$ cat config.mk
export PLATFORM = sky130hd
export DESIGN_NAME = en_strobe_gen
export DESIGN_NICKNAME = d
export VERILOG_FILES = /design/src/rtl/en_strobe_gen.sv
export SDC_FILE = /design/constraint.sdc
export NUM_CORES = 1
export LEC_CHECK = 0
export CAP_MARGIN = 40
export CORE_ASPECT_RATIO = 0.9
export CORE_MARGIN = 2
export CORE_UTILIZATION = 25
export DETAILED_ROUTE_END_ITERATION = 10
export GPL_TIMING_DRIVEN = 0
export PLACE_DENSITY_LB_ADDON = 0.08
export SLEW_MARGIN = 20
export SYNTH_ARGS = -nofsm -noshare
export SYNTH_HDL_FRONTEND = slang
export SYNTH_SLANG_ARGS = --single-unit
$ cat constraint.sdc
create_clock -name clk -period 1.72 [get_ports clk]
set_input_delay 0.258 -clock clk [delete_from_list [all_inputs] [get_ports clk]]
set_output_delay 0.258 -clock clk [all_outputs]
set_load 0.01 [all_outputs]
$ cat src/rtl/en_strobe_gen.sv
// rtl/en_strobe_gen.sv - programmable single-cycle enable strobe with period, burst count and start/stop control
module en_strobe_gen #(
    parameter int CNT_W   = 8,
    parameter int BURST_W = 8
) (
    input  logic               clk,
    input  logic               arst_n,
    input  logic               cfg_vld,
    output logic               cfg_rdy,
    input  logic [CNT_W-1:0]   cfg_period,
    input  logic [BURST_W-1:0] cfg_burst,
    input  logic               start,
    input  logic               stop,
    output logic               en_o,
    output logic               busy_o,
    output logic               done_o,
    output logic               err_o
);

    typedef enum logic {IDLE, RUN} state_t;

    localparam logic [CNT_W-1:0]   CNT_ONE   = {{(CNT_W-1){1'b0}}, 1'b1};
    localparam logic [BURST_W-1:0] BURST_ONE = {{(BURST_W-1){1'b0}}, 1'b1};

    state_t             state, state_n;
    logic [CNT_W-1:0]   period_r, period_n;
    logic [BURST_W-1:0] burst_r, burst_n;
    logic [CNT_W-1:0]   cnt, cnt_n;
    logic [BURST_W-1:0] rem, rem_n;
    logic               en_n, done_n, err_n;

    assign cfg_rdy = (state == IDLE);
    assign busy_o  = (state == RUN);

    always_ff @(posedge clk or negedge arst_n) begin
        if (!arst_n) begin
            state    <= IDLE;
            period_r <= CNT_ONE;
            burst_r  <= BURST_ONE;
            cnt      <= '0;
            rem      <= '0;
            en_o     <= 1'b0;
            done_o   <= 1'b0;
            err_o    <= 1'b0;
        end else begin
            state    <= state_n;
            period_r <= period_n;
            burst_r  <= burst_n;
            cnt      <= cnt_n;
            rem      <= rem_n;
            en_o     <= en_n;
            done_o   <= done_n;
            err_o    <= err_n;
        end
    end

    // rem counts enables still owed after the one just issued; burst_r == 0 means run until stop
    always_comb begin
        state_n  = state;
        period_n = period_r;
        burst_n  = burst_r;
        cnt_n    = cnt;
        rem_n    = rem;
        en_n     = 1'b0;
        done_n   = 1'b0;
        err_n    = 1'b0;
        case (state)
            IDLE: begin
                if (cfg_vld) begin
                    if (cfg_period == '0) begin
                        err_n = 1'b1;
                    end else begin
                        period_n = cfg_period;
                        burst_n  = cfg_burst;
                    end
                end
                // start always uses the registers as they stood before any same-cycle config load
                if (start && !stop) begin
                    en_n  = 1'b1;
                    cnt_n = period_r - CNT_ONE;
                    rem_n = burst_r - BURST_ONE;
                    if (burst_r == BURST_ONE) begin
                        done_n = 1'b1;
                    end else begin
                        state_n = RUN;
                    end
                end
            end
            RUN: begin
                if (stop) begin
                    state_n = IDLE;
                end else if (cnt == '0) begin
                    en_n  = 1'b1;
                    cnt_n = period_r - CNT_ONE;
                    if (burst_r != '0) begin
                        rem_n = rem - BURST_ONE;
                        if (rem == BURST_ONE) begin
                            done_n  = 1'b1;
                            state_n = IDLE;
                        end
                    end
                end else begin
                    cnt_n = cnt - CNT_ONE;
                end
            end
            default: state_n = IDLE;
        endcase
    end

endmodule
==> flow_metrics.tcl <==
set metrics [dict create \
    cts_root_buffer "clkbuf_8" \
    syn_area_um2 2160 \
    async_reset_ff_share_pct 100 \
    setup_ws_ns -0.00514 \
    wirelength_um 5700 \
    die_h_um 92.1 \
    grt_pass1_wl_um 9250 \
    antenna-diode-count 0 \
    portBuffers 25 \
    grt_pass1_vias 1753 \
    synth_area_leaders "dfrtp_1, mux2_2, nand2_1" \
    finalSetupViolCount 1 \
    synth_top_cell_by_area "dfrtp_1" \
    core_um2 8490 \
    post-route-period-util_pct 100 \
    rsz0062_at_grt "yes" \
    reg2reg_setup_slack_ns -0.005 \
    worst_ep_arrival_time_ns 1.93 \
    drtPass1Iterations 4 \
    num_rows 32 \
    critPathKind "reg -> reg" \
    cts_buffer_depth 2 \
    total_power_w 0.00307 \
    synth_fp_nets 256 \
    power_density_nw_per_um2 1050 \
    synth-main-ff-cell "dfrtp_1" \
    final_layout_size_suffix_gt1_share_pct 26.6 \
    reg2reg_to "rem[6]" \
    ant_nets 0 \
    synth-seq-cells 36 \
    start_util_pct 25.4 \
    rr_startpoint "rem[0]" \
    cts-buffers-inserted 5 \
    syn2layout_area_growth_pct 35.9 \
    dieArea_um2 9390 \
    dp.cells 372 \
    fmax_mhz 580 \
    synth-edff-count 0 \
    synth-seq-area-share_pct 41.9 \
    htree_levels 2 \
    grt_overflow 0 \
    clock_skew_ns 0.00537 \
    violations "setup timing" \
    slew_viol_final 0 \
    hold_class "in -> async" \
    worstPathMaxFanout 5 \
    cts.sinks 36 \
    io_pins 26 \
    ir_worst_vdd_v 0.000310 \
    pre_cts_ws_ns -0.438 \
    reg2regPathDepth 6 \
    fin_nets 302 \
    hpwl_um 4090 \
    worstSetupStartpointType "register" \
    worstPathRequired_ns 1.92 \
    vias_per_cell 4.69 \
    synthTopCellsByCount "dfrtp_1, nand2_1, nor2_1" \
    wl_per_cell_um 14.5 \
    clk_pin_slew_worst_paths_ns 0.08 \
    post_synth_num_cell_types 47 \
    layout.cells.non_filler 393 \
    globalplace.congestion 0.785 \
    grt_usage_pct 12.7 \
    maxCapViolCount 0 \
    yosys_warnings 0 \
    maxSlewHeadroom_pct 62.0 \
    max_slew.worst_pin.slew_ns 0.570 \
    n_fill_cell 916 \
    antenna_found_initial 0 \
    yosys.cell_count.top_type "dfrtp_1" \
    finalHoldViolCount 0 \
    synth_top_cell_area_share_pct 39.4 \
    finalCriticalPeriod_ns 1.73 \
    outcome "finished with violations" \
    avgSynthCellArea_um2 9.50 \
    route.vias.total 1842 \
    synthCells 227 \
    grt_start_max_net_pins 25 \
    cts_tree "yes" \
    crit_path_end_kind "register" \
    fp.dieW_um 102 \
    drc 0 \
    finalSetupTns_ns -0.00514 \
    drt_iter0_drc 55 \
    p_leak_nw 1.21 \
    clk_latency_ns 0.29 \
]
-- layout make-up --
| class | instances | area [um2] | share of cell area, % |
|---|---|---|---|
| plain buffers | 9 | 63.8 | 2.18 |
| clock buffers | 7 | 96.3 | 3.29 |
| clock inverters | 1 | 30.0 | 1.02 |
| inverters | 13 | 51.3 | 1.75 |
| multi-input cells | 169 | 1260 | 43.1 |
| flip-flops and latches | 36 | 908 | 31.0 |
| well taps | 119 | 149 | 5.08 |
| repair buffers | 39 | 369 | 12.6 |
-- critical path, stage by stage (launching register included) --
cell and delay [ns]:
dfrtp_2 0.44, inv_1 0.07, ha_2 0.19, or4bb_4 0.55
nor3_2 0.13, mux2i_1 0.09, o221ai_1 0.17
-- state kept, by name, summed over array words and instances (netlist names) --
name,count
burst_r,8
cnt,8
period_r,8
rem,8
busy_o,1
done_o,1
en_o,1
err_o,1
-- layout by cell type, fill, tap and decap left out, types with 2 or more instances in the layout --
master | Yosys | final
dfrtp_1 | 34 | 30
nand2_1 | 27 | 26
clkdlybuf4s50_1 | 0 | 23
mux2_2 | 13 | 13
nor2_1 | 15 | 12
buf_4 | 1 | 11
a21oi_1 | 11 | 11
o21ai_0 | 11 | 11
inv_1 | 13 | 10
clkbuf_8 | 0 | 8
mux2i_1 | 7 | 7
xor2_1 | 8 | 7
o22ai_1 | 7 | 7
nand3_1 | 6 | 6
nor3_1 | 8 | 5
ha_1 | 8 | 5
nor4_1 | 5 | 4
buf_2 | 4 | 4
xnor2_1 | 4 | 4
dfrtp_2 | 0 | 4
buf_6 | 0 | 3
nand4_1 | 3 | 3
inv_2 | 0 | 2
nor3_2 | 1 | 2
nor2_2 | 0 | 2
nor4_4 | 1 | 2
and3_1 | 2 | 2
nor3_4 | 0 | 2
clkbuf_2 | 0 | 2
nor3b_1 | 2 | 2
a21o_1 | 2 | 2
o221ai_1 | 2 | 2
a31oi_1 | 2 | 2
nand2b_1 | 2 | 2
a2bb2oi_1 | 2 | 2
o22a_1 | 2 | 2
a22oi_1 | 2 | 2
ha_2 | 0 | 2
dfstp_2 | 2 | 2
-- worst max-delay path by stage --
stage	from	slack, ns	end	depth (start not counted)
after floorplan	burst_r[1]	0.08	rem[5]	5
after global placement	arst_n	-0.61	done_o	1
after detailed placement	start	-0.44	cnt[2]	6
after CTS	burst_r[2]	0.007	rem[5]	6
after global routing	rem[0]	-0.09	rem[6]	6
final	rem[0]	-0.005	rem[6]	6
-- per-layer routing --
layer / GRT usage (%) / vias to the layer above / part of all wire (%)
met3: 2.82 / 4 / 3.2
li1: - / 910 / -
met5: 0 / - / 0
met1: 18.3 / 895 / 51
met2: 18.9 / 33 / 45
met4: 4.00 / 0 / 0.98
-- power by group --
group	internal, W	switching (W)
clock network	0.000512	0.000336
registers	0.00104	0.000244
logic	0.000483	0.000460
-- cells by family after synthesis --
logic type | share of synthesized area [%]
and+or+nand+nor | 19.4
adders and majority gates | 4.64
AOI/OAI and AO/OA | 15.0
muxes | 10.0
xor gates and xnor gates | 4.87
buffers and inverters | 4.23
DFF | 41.9
-- through the flow --
step | hold slack [ns] | instance area (um2) | util, %
final | 0.385 | 2930 | 34.5
after global routing | 0.402 | 2930 | 34.5
after CTS | 0.391 | 2850 | 33.6
after detailed placement | 0.179 | 2570 | 30.3
after global placement | 0.514 | 2560 | 30.1
after floorplan | -0.0376 | 2160 | -
-- repair_timing --
action	CTS	global route
setup buffers	8	3
pin swaps	4	4
hold buffers	1	0
setup endpoints to repair	17	13
gates resized for setup	23	19
hold endpoints to repair	11	0
gates cloned	0	1
Power figures use the tool's default switching activity.
==> patch: new RTL, same flow settings <==
Put one more register stage on the output `err_o`, cleared by the reset. The value now appears one clock later. The other outputs are not delayed to match.
--- a/src/rtl/en_strobe_gen.sv
+++ b/src/rtl/en_strobe_gen.sv
@@ -23,4 +23,6 @@
     localparam logic [BURST_W-1:0] BURST_ONE = {{(BURST_W-1){1'b0}}, 1'b1};
 
+    logic err_s0;
+
     state_t             state, state_n;
     logic [CNT_W-1:0]   period_r, period_n;
@@ -42,5 +44,5 @@
             en_o     <= 1'b0;
             done_o   <= 1'b0;
-            err_o    <= 1'b0;
+            err_s0   <= 1'b0;
         end else begin
             state    <= state_n;
@@ -51,5 +53,5 @@
             en_o     <= en_n;
             done_o   <= done_n;
-            err_o    <= err_n;
+            err_s0   <= err_n;
         end
     end
@@ -108,3 +110,11 @@
     end
 
+    always_ff @(posedge clk or negedge arst_n) begin
+        if (!arst_n) begin
+            err_o <= '0;
+        end else begin
+            err_o <= err_s0;
+        end
+    end
+
 endmodule
Function: changed (a bounded check fails within 4 cycles, from zero or initial values and one cycle with arst_n low).
==> patch against the original RTL <==
Final area fell by 1.8%; setup slack improved by 0.040 ns; routed wire length fell by 1.9%; worst hold slack got worse by 0.027 ns; synthesized cell count rose by 0.44%; clock power fell by 25%; area after synthesis rose by 1.2%; sequential cell count rose by 1; cell count fell by 1.0%; global-route usage fell by 0.076 points; total power fell by 7.2%; critical endpoint is now cnt[4]$_DFFE_PN0P_; largest cell class unchanged.
==> patch: results (changes against the original RTL) <==
* Status: finished, final reports clean
* Post-Place Cells at 373 (+0.27%)
* WL final at 5590 um (-1.9%)
* VDD IR max at 0.321 mV (+3.6%)
* Nets at 298 (-1.3%)
* Cell Area, Placed at 2600 um2 (+1.3%)
* Hpwl dp at 4240 um (+3.6%)
* Worst Reg2Reg Path Length in Cells at 8 (+2)
* CP max FO at 8 (+3)
* Mean area per synthesized cell at 9.57 um2 (+0.72%)
* Hold_sp: err_s0$_DFF_PN0_
* RR Startpoint: cnt[1]$_DFFE_PN0P_
* Synth Net Count at 257 (+0.39%)
* N_diodes at 0 (unchanged)
* Flop2flop setup slack at 0.04 ns (+0.04 ns)
* R2R Path End: cnt[4]$_DFFE_PN0P_
* Critical path arrival at 1.87 ns (-0.06 ns)
* Worst Tran Pin Value at 0.537 ns (-0.0328 ns)
* GRT Util Overall at 12.7% (-0.076 points)
* Share of cells above drive strength 1 at 23.7% (-2.9 points)
* Hold Crit Class: flop to flop
* Fin Clk Skew at 0.0107 ns (+0.00530 ns)
* Setup crit start: cnt[1]$_DFFE_PN0P_
* Placer Congestion at 0.784 (-0.13%)
* Top delay family on crit path: flip-flops
* Starting DRC count in detailed routing at 69 (+25%)
* Hold WS at 0.358 ns (-0.0272 ns)
* Pin count of the biggest net entering global routing at 23 (-8.0%)
* Post-synth top cells: dfrtp_1, nand2_1, nor2_1
* Lkg Pwr at 1.18 nW (-2.4%)
* Sequential area share after synthesis at 42.5% (+0.67 points)
* Slowest Stage Delay on Critical Path at 0.41 ns (-0.14 ns)
* Critical path's slowest cell: dfrtp_1
* Synth area leaders: dfrtp_1, mux2_2, nand2_1
* Detail-routed via count per cell at 4.69 (about the same)
* Vias at 1825 (-0.92%)
[patch: final cells by class]
type | instances | area [um2]
buffer | 9 | 58.8
clock buffer | 8 | 90.1
fill | 896 | 5650
inverter | 13 | 51.3
multi-input combinational | 169 | 1260
sequential | 37 | 931
tap | 119 | 149
timing repair buffer | 34 | 335
[patch: logic make-up (layout without fill, tap and decap cells)]
kind of cell | count (synthesis) | after routing | synth area share (%)
XOR/XNOR | 12 | 12 | 4.82
buffers and inverters | 22 | 64 | 4.19
AO/OA/AOI/OAI | 50 | 50 | 14.8
multiplexers | 20 | 20 | 9.92
adder cells (fa/ha/maj) | 8 | 8 | 4.59
AND/OR/NAND/NOR | 79 | 79 | 19.2
flip-flops | 37 | 37 | 42.5
[patch: repair_timing]
action | CTS | global route
endpoints found under the setup margin | 16 | 23
buffers inserted | 3 | 4
endpoints found under the hold margin | 15 | 0
hold buffers | 1 | 0
cloned | 0 | 0
gates resized for setup | 20 | 16
pin swaps | 1 | 11
[patch: routing by layer]
metal | global-route usage [%] | share of wire, % | up-vias
li1 | - | - | 908
met1 | 18.8 | 52 | 892
met2 | 18.9 | 45 | 23
met3 | 2.11 | 2.2 | 2
met4 | 3.33 | 0.73 | 0
met5 | 0 | 0 | -
[patch: power breakdown]
group          total, mW  internal (mW)  switching [mW]
Combinational      0.913          0.459           0.454
Clock              0.638          0.327           0.311
Sequential          1.30           1.06           0.241
[patch: stage by stage]
| step | util (%) | TNS, ns | setup slack [ns] |
|---|---|---|---|
| 3_5_place_dp | 30.5 | -9.22 | -0.387 |
| 5_1_grt | 33.8 | -0.112 | -0.0488 |
| 2_1_floorplan | - | 0 | 0.0786 |
| 4_1_cts | 32.7 | 0 | 0.00546 |
| 6_report | 33.8 | 0 | 0.0351 |
| 3_3_place_gp | 30.3 | -33.00 | -0.644 |
